### src/rtl/riscv_enc_pkg.sv
// Shared constants for building RV32 instruction words: format codes, opcodes, canonical NOP.
// Latency: none (declarations only).
// Backpressure: not applicable.
package riscv_enc_pkg;

  typedef enum logic [2:0] {
    FMT_R = 3'd0,
    FMT_I = 3'd1,
    FMT_S = 3'd2,
    FMT_B = 3'd3,
    FMT_U = 3'd4,
    FMT_J = 3'd5
  } fmt_e;

  localparam logic [31:0] NOP        = 32'h0000_0013;  // addi x0,x0,0

  localparam logic [6:0]  OPC_LUI    = 7'h37;
  localparam logic [6:0]  OPC_JAL    = 7'h6F;
  localparam logic [6:0]  OPC_OP_IMM = 7'h13;
  localparam logic [6:0]  OPC_STORE  = 7'h23;
  localparam logic [6:0]  OPC_BRANCH = 7'h63;

endpackage

### src/rtl/inst_encoder_if.sv
// Request/response bundle between an instruction-word producer, the encoder and its consumer.
// Latency: none (wires only).
// Backpressure: valid/ready on both the request side and the result side.
interface inst_encoder_if #(
  parameter int IWIDTH = 32,
  parameter int DWIDTH = 32
);
  logic              in_valid;
  logic              in_ready;
  logic [2:0]        in_fmt;
  logic [6:0]        in_opcode;
  logic [4:0]        in_rd;
  logic [4:0]        in_rs1;
  logic [4:0]        in_rs2;
  logic [2:0]        in_funct3;
  logic [6:0]        in_funct7;
  logic [DWIDTH-1:0] in_imm;
  logic              out_valid;
  logic              out_ready;
  logic [IWIDTH-1:0] out_inst;
  logic              out_err;

  // Producer/consumer side (the environment around the encoder).
  modport master (
    output in_valid, in_fmt, in_opcode, in_rd, in_rs1, in_rs2,
           in_funct3, in_funct7, in_imm, out_ready,
    input  in_ready, out_valid, out_inst, out_err
  );

  // Encoder side.
  modport slave (
    input  in_valid, in_fmt, in_opcode, in_rd, in_rs1, in_rs2,
           in_funct3, in_funct7, in_imm, out_ready,
    output in_ready, out_valid, out_inst, out_err
  );
endinterface

### src/rtl/inst_pack.sv
// Packs decoded fields into an RV32 word and flags immediates that the format cannot represent.
// Latency: combinational.
// Backpressure: none; sits between the encoder's pipeline registers.
module inst_pack
  import riscv_enc_pkg::*;
#(
  parameter int DWIDTH = 32
) (
  input  logic [2:0]        fmt,
  input  logic [6:0]        opcode,
  input  logic [4:0]        rd,
  input  logic [4:0]        rs1,
  input  logic [4:0]        rs2,
  input  logic [2:0]        funct3,
  input  logic [6:0]        funct7,
  input  logic [DWIDTH-1:0] imm,
  output logic [31:0]       inst,
  output logic              err
);

  // A signed immediate fits in N bits when every bit from N-1 upward is a copy of the sign.
  logic hi11_ok, hi12_ok, hi20_ok, hi31_ok;
  assign hi11_ok = (&imm[DWIDTH-1:11]) || !(|imm[DWIDTH-1:11]);
  assign hi12_ok = (&imm[DWIDTH-1:12]) || !(|imm[DWIDTH-1:12]);
  assign hi20_ok = (&imm[DWIDTH-1:20]) || !(|imm[DWIDTH-1:20]);
  // For a 32-bit immediate this slice is a single bit and is always fine.
  assign hi31_ok = (&imm[DWIDTH-1:31]) || !(|imm[DWIDTH-1:31]);

  logic [31:0] raw;
  logic        bad;

  // Select the bit layout and legality test for the requested format; bad words become a NOP.
  always_comb begin
    raw = '0;
    bad = 1'b0;
    case (fmt)
      FMT_R: raw = {funct7, rs2, rs1, funct3, rd, opcode};
      FMT_I: begin
        raw = {imm[11:0], rs1, funct3, rd, opcode};
        bad = !hi11_ok;
      end
      FMT_S: begin
        raw = {imm[11:5], rs2, rs1, funct3, imm[4:0], opcode};
        bad = !hi11_ok;
      end
      FMT_B: begin
        raw = {imm[12], imm[10:5], rs2, rs1, funct3, imm[4:1], imm[11], opcode};
        bad = !hi12_ok || imm[0];
      end
      FMT_U: begin
        raw = {imm[31:12], rd, opcode};
        bad = (imm[11:0] != 12'd0) || !hi31_ok;
      end
      FMT_J: begin
        raw = {imm[20], imm[10:1], imm[11], imm[19:12], rd, opcode};
        bad = !hi20_ok || imm[0];
      end
      default: bad = 1'b1;
    endcase
    inst = bad ? NOP : raw;
    err  = bad;
  end

endmodule

### src/rtl/inst_encoder.sv
// Two-stage pipelined RV32 instruction encoder with per-format immediate range checking.
// Latency: 2 cycles accept-to-output, 1 word per cycle.
// Backpressure: out_ready low stalls S2 then S1; in_ready depends only on state and out_ready.
module inst_encoder
  import riscv_enc_pkg::*;
#(
  parameter int IWIDTH = 32,
  parameter int DWIDTH = 32,
  parameter int CNT_W  = 16
) (
  input  logic             clk,
  input  logic             rst,
  inst_encoder_if.slave    bus,
  output logic [CNT_W-1:0] err_count
);

  logic              adv1, adv2;

  logic              s1_valid;
  logic [2:0]        s1_fmt;
  logic [6:0]        s1_opcode;
  logic [4:0]        s1_rd, s1_rs1, s1_rs2;
  logic [2:0]        s1_funct3;
  logic [6:0]        s1_funct7;
  logic [DWIDTH-1:0] s1_imm;

  logic              s2_valid;
  logic [IWIDTH-1:0] s2_inst;
  logic              s2_err;

  logic [31:0]       pack_inst;
  logic              pack_err;

  // A stage may load when it is empty or its contents move on this cycle.
  assign adv2        = !s2_valid || bus.out_ready;
  assign adv1        = !s1_valid || adv2;
  assign bus.in_ready = adv1;

  assign bus.out_valid = s2_valid;
  assign bus.out_inst  = s2_inst;
  assign bus.out_err   = s2_err;

  inst_pack #(.DWIDTH(DWIDTH)) u_pack (
    .fmt    (s1_fmt),
    .opcode (s1_opcode),
    .rd     (s1_rd),
    .rs1    (s1_rs1),
    .rs2    (s1_rs2),
    .funct3 (s1_funct3),
    .funct7 (s1_funct7),
    .imm    (s1_imm),
    .inst   (pack_inst),
    .err    (pack_err)
  );

  // S1: capture the raw request fields.
  always_ff @(posedge clk or posedge rst) begin
    if (rst) begin
      s1_valid  <= 1'b0;
      s1_fmt    <= '0;
      s1_opcode <= '0;
      s1_rd     <= '0;
      s1_rs1    <= '0;
      s1_rs2    <= '0;
      s1_funct3 <= '0;
      s1_funct7 <= '0;
      s1_imm    <= '0;
    end else if (adv1) begin
      s1_valid <= bus.in_valid;
      if (bus.in_valid) begin
        s1_fmt    <= bus.in_fmt;
        s1_opcode <= bus.in_opcode;
        s1_rd     <= bus.in_rd;
        s1_rs1    <= bus.in_rs1;
        s1_rs2    <= bus.in_rs2;
        s1_funct3 <= bus.in_funct3;
        s1_funct7 <= bus.in_funct7;
        s1_imm    <= bus.in_imm;
      end
    end
  end

  // S2: hold the packed word; frozen while the consumer stalls so outputs stay stable.
  always_ff @(posedge clk or posedge rst) begin
    if (rst) begin
      s2_valid <= 1'b0;
      s2_inst  <= '0;
      s2_err   <= 1'b0;
    end else if (adv2) begin
      s2_valid <= s1_valid;
      if (s1_valid) begin
        s2_inst <= pack_inst;
        s2_err  <= pack_err;
      end
    end
  end

  // Count errored words as they are handed to the consumer, sticking at all-ones.
  always_ff @(posedge clk or posedge rst) begin
    if (rst) begin
      err_count <= '0;
    end else if (s2_valid && bus.out_ready && s2_err && !(&err_count)) begin
      err_count <= err_count + 1'b1;
    end
  end

endmodule

### src/flat_wrapper.sv
// flat-port wrapper written by rule: the top's interface ports become plain ports
module inst_encoder_flat import riscv_enc_pkg::*;
#(
  parameter int IWIDTH = 32,
  parameter int DWIDTH = 32,
  parameter int CNT_W  = 16
)
  (clk, rst, err_count, bus_in_valid, bus_in_fmt, bus_in_opcode, bus_in_rd, bus_in_rs1, bus_in_rs2, bus_in_funct3, bus_in_funct7, bus_in_imm, bus_out_ready, bus_in_ready, bus_out_valid, bus_out_inst, bus_out_err);
  inst_encoder_if #(.IWIDTH(IWIDTH), .DWIDTH(DWIDTH)) bus_i ();
  input  logic clk;
  input  logic rst;
  output logic [CNT_W-1:0] err_count;
  input wire logic [$bits(bus_i.in_valid)-1:0] bus_in_valid;
  input wire logic [$bits(bus_i.in_fmt)-1:0] bus_in_fmt;
  input wire logic [$bits(bus_i.in_opcode)-1:0] bus_in_opcode;
  input wire logic [$bits(bus_i.in_rd)-1:0] bus_in_rd;
  input wire logic [$bits(bus_i.in_rs1)-1:0] bus_in_rs1;
  input wire logic [$bits(bus_i.in_rs2)-1:0] bus_in_rs2;
  input wire logic [$bits(bus_i.in_funct3)-1:0] bus_in_funct3;
  input wire logic [$bits(bus_i.in_funct7)-1:0] bus_in_funct7;
  input wire logic [$bits(bus_i.in_imm)-1:0] bus_in_imm;
  input wire logic [$bits(bus_i.out_ready)-1:0] bus_out_ready;
  output wire logic [$bits(bus_i.in_ready)-1:0] bus_in_ready;
  output wire logic [$bits(bus_i.out_valid)-1:0] bus_out_valid;
  output wire logic [$bits(bus_i.out_inst)-1:0] bus_out_inst;
  output wire logic [$bits(bus_i.out_err)-1:0] bus_out_err;
  assign bus_i.in_valid = bus_in_valid;
  assign bus_i.in_fmt = bus_in_fmt;
  assign bus_i.in_opcode = bus_in_opcode;
  assign bus_i.in_rd = bus_in_rd;
  assign bus_i.in_rs1 = bus_in_rs1;
  assign bus_i.in_rs2 = bus_in_rs2;
  assign bus_i.in_funct3 = bus_in_funct3;
  assign bus_i.in_funct7 = bus_in_funct7;
  assign bus_i.in_imm = bus_in_imm;
  assign bus_i.out_ready = bus_out_ready;
  assign bus_in_ready = bus_i.in_ready;
  assign bus_out_valid = bus_i.out_valid;
  assign bus_out_inst = bus_i.out_inst;
  assign bus_out_err = bus_i.out_err;
  inst_encoder #(.IWIDTH(IWIDTH), .DWIDTH(DWIDTH), .CNT_W(CNT_W)) u_core (.clk(clk), .rst(rst), .bus(bus_i), .err_count(err_count));
endmodule
### config.mk
export PLATFORM = sky130hd
export DESIGN_NAME = inst_encoder_flat
export DESIGN_NICKNAME = d
export VERILOG_FILES = /design/src/rtl/riscv_enc_pkg.sv /design/src/rtl/inst_encoder_if.sv /design/src/rtl/inst_pack.sv /design/src/rtl/inst_encoder.sv /design/src/flat_wrapper.sv
export SDC_FILE = /design/constraint.sdc
export NUM_CORES = 1
export LEC_CHECK = 0
export CAP_MARGIN = 5
export CORE_MARGIN = 3
export CORE_UTILIZATION = 47
export CTS_BUF_LIST = sky130_fd_sc_hd__clkbuf_8
export DETAILED_ROUTE_END_ITERATION = 8
export PLACE_DENSITY = 0.84
export REMOVE_ABC_BUFFERS = 1
export SLEW_MARGIN = 20
export SYNTH_ARGS = -nofsm -noshare
export SYNTH_HDL_FRONTEND = slang
export SYNTH_SLANG_ARGS = --single-unit
### constraint.sdc
create_clock -name clk -period 10.2 [get_ports clk]
set_input_delay 2.04 -clock clk [delete_from_list [all_inputs] [get_ports clk]]
set_output_delay 2.04 -clock clk [all_outputs]
set_load 0.01 [all_outputs]
[Yosys cells after proc, flatten, opt, wreduce, memory -nomap -nowiden]
Index checks and enable logic that the tools add are counted.
Word-level totals
  word-level logic and storage cells: 53
  bits in registers: 118
Cells by class
  reductions and logical operators: 31
  multiplexer cells: 3
  add/subtract/negate cells: 1
  equality and inequality tests: 5
Operators by type and width (number)
  $pmux 32 s6: 1
  $mux 32: 1
  $reduce_and 21->1: 1
  $reduce_or 21->1: 1
  $reduce_and 20->1: 1
  $reduce_or 20->1: 1
  $add 16x1->16 const B: 1
  $reduce_and 16->1: 1
  $reduce_and 12->1: 1
  $reduce_bool 12->1: 1
  $reduce_or 12->1: 1
  $logic_not 1->1: 9
  $logic_or 1x1->1: 7
  $eq 3x2->1 const B: 2
  $eq 3x3->1 const B: 2
  $pmux 1 s5: 1
  $reduce_and 2->1: 2
  $eq 3x1->1 const B: 1
  $logic_and 1x1->1: 3
  $logic_not 3->1: 1
  $reduce_or 2->1: 1

[Depth between registers and ports, before layout]
  word-level depth: 7
  gate-level depth with buffers: 8
  gate-level depth less buffers: 6

[Modules after synthesis]
Synthesis repeated with hierarchy kept, for this count alone.
Unflattened totals
  cells, all modules: 439
  area, all modules: 5532.8 sq um
By module, submodules not included
  inst_encoder: area an instance 4560.6 sq um, cells an instance 290, times used 1
  inst_pack: area an instance 972.2 sq um, cells an instance 149, times used 1

[Worst setup path after synthesis]
No wires, ideal clock.
  kind: input-to-output
  start point: input bus_out_ready
  end point: output bus_in_ready
  path slack: 5906 ps
  required time: 8160 ps
  data arrival time: 2254 ps
  cell stages on the path: 1
  path through: nand3b_1
Between the ends
  word-level cells in the longest chain between the ends: 2
RTL lines
  start: declaration: RTL line flat_wrapper.sv:22  | input wire logic [$bits(bus_i.out_ready)-1:0] bus_out_ready;
  $logic_or 1x1->1: RTL line inst_encoder.sv:35  | assign adv2 = !s2_valid || bus.out_ready;
  $logic_or 1x1->1: RTL line inst_encoder.sv:36  | assign adv1 = !s1_valid || adv2;
  end: declaration: RTL line flat_wrapper.sv:23  | output wire logic [$bits(bus_i.in_ready)-1:0] bus_in_ready;
No other way between the ends.

[Worst setup path after layout]
Ends and elaborated chain as after synthesis.

==> summary.txt <==
Power
  – VDD IR max: 0.000102 V
  – Cell Pwr Density: 193 nW/µm²
  – Leakage: around 3 nW

Synth
  – Yosys warns: 0
  – Post-synthesis sequential area ratio: 52.7%
  – Synth Register Bits: approximately 120
  – Mux share of post-synthesis cell area: 15.5%
  – Ys flop type: dfrtp_1
  – Synth unique cells: 44
  – Share of flip-flops with an asynchronous set or reset: between 90% and 100%
  – Compound-Gate Fraction of Synth Area: between 10% and 20%
  – Mapped Avg Cell Area: 12.4 µm²
  – Post-Syn Area: 5600 µm²
  – Post-Synth XOR/XNOR Area: ~2.3%
  – Largest family of logic cells by synthesized area: multiplexers
  – Mapped Cells: 453
  – Post-Synth Adder-Cell Area: less than 1%
  – EDFF count, synth: 0
  – Simple-Gate Fraction of Synth Area: 12.6%

Layout
  – Layout cells sized above 1: a little over a fifth
  – Antenna Cells: 0
  – Most common cell after layout, fill and taps aside: clkdlybuf4s50_1
  – Multi-input logic area: ~2500 µm²
  – # nets final: 644
  – Highest-count cells in the layout ignoring fill and taps: 121 x clkdlybuf4s50_1, 118 x dfrtp_1, 38 x mux2_2, 36 x nand2_1, 33 x mux2_1
  – Design Area, Final: just over 7000 µm²
  – Fill cell count: 907
  – Fin cells: around 730
  – Storage cell area: around 3000 µm²
  – Area Growth Syn to Fin: 29.8%

Timing
  – Setup Viol. Count Final: 0
  – Final setup skew: between 15 and 20 ps
  – Total Neg Setup Slack: 0 ps
  – Slew margin rel.: between 30 and 40%
  – Maximum clock frequency: about 190 MHz
  – Fin. Hold Viols: 0
  – Slew Viols, Final: 0
  – Final period util: a little over half
  – RSZ-0062 raised after global routing: false
  – Tmin final: between 5000 and 6000 ps
  – Worst slew pin tran: 953 ps

CTS
  – Clock Latency Late Sink: approximately 430 ps
  – Post-CTS Resized: 0
  – Setup Buffers After CTS: 0
  – Hold Buf Count CTS: 0
  – CTS tree: built
  – Clock Tree Buf Depth: 2
  – Clock transition at the registers of the reported paths: approximately 70 ps
  – H-tree levels: 4
  – # clock sinks: 118
  – Number of CTS-inserted buffers: 17
  – Root buffer cell: clkbuf_8

Worst hold path
  – Hold_sp: u_core.bus.out_inst[3]
  – Hold Path End: u_core.bus.out_inst[3]
  – Hold Path Cell Cnt: 2
  – Min-Delay Path Class: reg -> reg

Die
  – Die X: between 100 and 150 µm
  – Die Span Y: 115 µm
  – Die ar.: ~13,000 µm²
  – Core area: around 12,000 µm²
  – Number of core rows: 39
  – Initial Util: between 40% and 50%
  – Top Ports: between 100 and 150

Critical path
  – Crit path required time: roughly 8000 ps
  – Critical-path top delay cell: clkdlybuf4s50_1
  – R2r setup slk: 7340 ps
  – Startpoint Class: primary input
  – Crit path top cell by count: clkdlybuf4s50_1
  – Worst r2r src: u_core.s1_fmt[2]
  – Critical path, cell by cell: clkdlybuf4s50_1 > nand3b_1 > clkdlybuf4s50_1
  – Worst r2r dst: u_core.bus.out_inst[0]
  – CP max stage delay: just under 600 ps
  – CP Class: in -> out
  – WP data arrival: 3330 ps
  – Crit end category: output pin
  – Reg2reg path depth: 8
  – CP Max Fanout: 4

Global routing
  – Initial antenna violation count: 0
  – Gr usage total: about a fifth
  – Vias in the first global route: 4,281
  – Global-route wire length before repair: 22.0 mm
  – GRT overflow: 0
  – Largest net degree at the start of global routing: 71

Job
  – Maxcap violations: 0

Routing
  – Vias per cell: about 5.6
  – First DRT Iteration DRCs: 220
  – Wirelength, routed: around 13 mm
  – Post-Route M1 WL: roughly 5.8 mm
  – Routed met3 length: between 800 and 900 µm
  – DRC: 0
  – Drt wl/cell: about 18 µm
  – Routed vias: about 4,100
  – Iteration count of the initial detailed-routing pass: 4
  – Antenna-violating nets left: 0
  – DR top layer: met4
  – WL met2: 6.57 mm

Placed design
  – I/O Buffers: ~120
  – Cell count after placement: ~700
  – Dpl cell area: 6880 µm²
  – Post-DP HPWL: between 9 and 10 mm
  – RePlAce Congestion: between 0.8 and 0.9

Status
  – Outcome: completed
-- registers in the layout (all words and copies together), names as in the netlist --
signal                count
u_core.bus.out_err        1
u_core.bus.out_inst      32
u_core.bus.out_valid      1
u_core.err_count         16
u_core.s1_fmt             3
u_core.s1_funct3          3
u_core.s1_funct7          7
u_core.s1_imm            32
u_core.s1_opcode          7
u_core.s1_rd              5
u_core.s1_rs1             5
u_core.s1_rs2             5
u_core.s1_valid           1
-- cell type report --
cell class / instances / area share (%)
clock buffers: 19 / 3.59
clock inverters: 13 / 1.65
inverters: 6 / 0.344
multi-input cells: 300 / 33.9
flip-flops and latches: 118 / 40.6
well taps: 143 / 2.46
repair buffers: 129 / 17.5
-- through the flow --
step / total power, mW / setup slack (ps) / util (%) / hold WS (ps)
after global routing: 1.48 / 4760 / 63.2 / 510
after CTS: 1.42 / 4810 / 63.1 / 493
after detailed placement: 1.00 / 4820 / 59.8 / 477
after floorplan: 0.821 / 5030 / - / 457
after global placement: 0.989 / 4860 / 59.8 / 469
final: 1.41 / 4830 / 63.2 / 487
-- kinds of logic after synthesis --
family,count (synthesis)
buffers and inverters,35
adder cells (fa/ha/maj),1
XOR/XNOR,15
AND/OR/NAND/NOR,126
AO/OA/AOI/OAI,80
flip-flops,118
multiplexers,78
-- critical path: cells and delay by family --
kind | cells | cell delay (ps)
buffers and inverters | 2 | 1080
AND/OR/NAND/NOR | 1 | 210
-- how the worst max path moves through the flow --
stage,from,endpoint,depth (start not counted)
after global placement,bus_out_ready,bus_in_ready,3
after floorplan,rst,u_core.bus.out_err,1
after detailed placement,bus_out_ready,bus_in_ready,3
after global routing,bus_out_ready,bus_in_ready,3
final,bus_out_ready,bus_in_ready,3
after CTS,bus_out_ready,bus_in_ready,3
-- routing by layer --
layer | vias up | global-route usage (%)
met2 | 143 | 34.5
met1 | 2059 | 28.3
met4 | 0 | 6.03
li1 | 1884 | -
met3 | 20 | 6.11
met5 | - | 0
-- power breakdown --
group | switching [mW] | internal, mW
Clock | 0.203 | 0.208
Combinational | 0.173 | 0.199
Sequential | 0.0762 | 0.547
-- synthesized netlist by cell type (2+ instances only) --
master       n  share of area (%)
nor4b_2      2               0.54
xor2_1       4               0.63
a21oi_1     25                2.2
dfrtp_1    118                 53
o31ai_2     30                6.7
nor2b_1     20                2.2
nor4_1       4               0.45
inv_1        6               0.40
clkbuf_1     7               0.47
buf_6        6                1.2
and2_1       3               0.33
buf_4        3               0.40
nand4_1     11                1.2
nor4_2       4               0.89
nor3b_1      2               0.27
xnor2_1     11                1.7
o32a_1       3               0.54
mux2i_1      7                1.3
mux2_2      38                7.6
mux2_1      33                6.6
nand3_1      8               0.71
nor2_1      18                1.2
a31oi_1      2               0.22
nand2_1     38                2.5
o22a_1       2               0.31
nand2b_1     4               0.45
buf_2       13                1.2
a221oi_1     5               0.78
and3_1       5               0.56
a2bb2oi_1    7                1.1
Power figures use the tool's default switching activity.
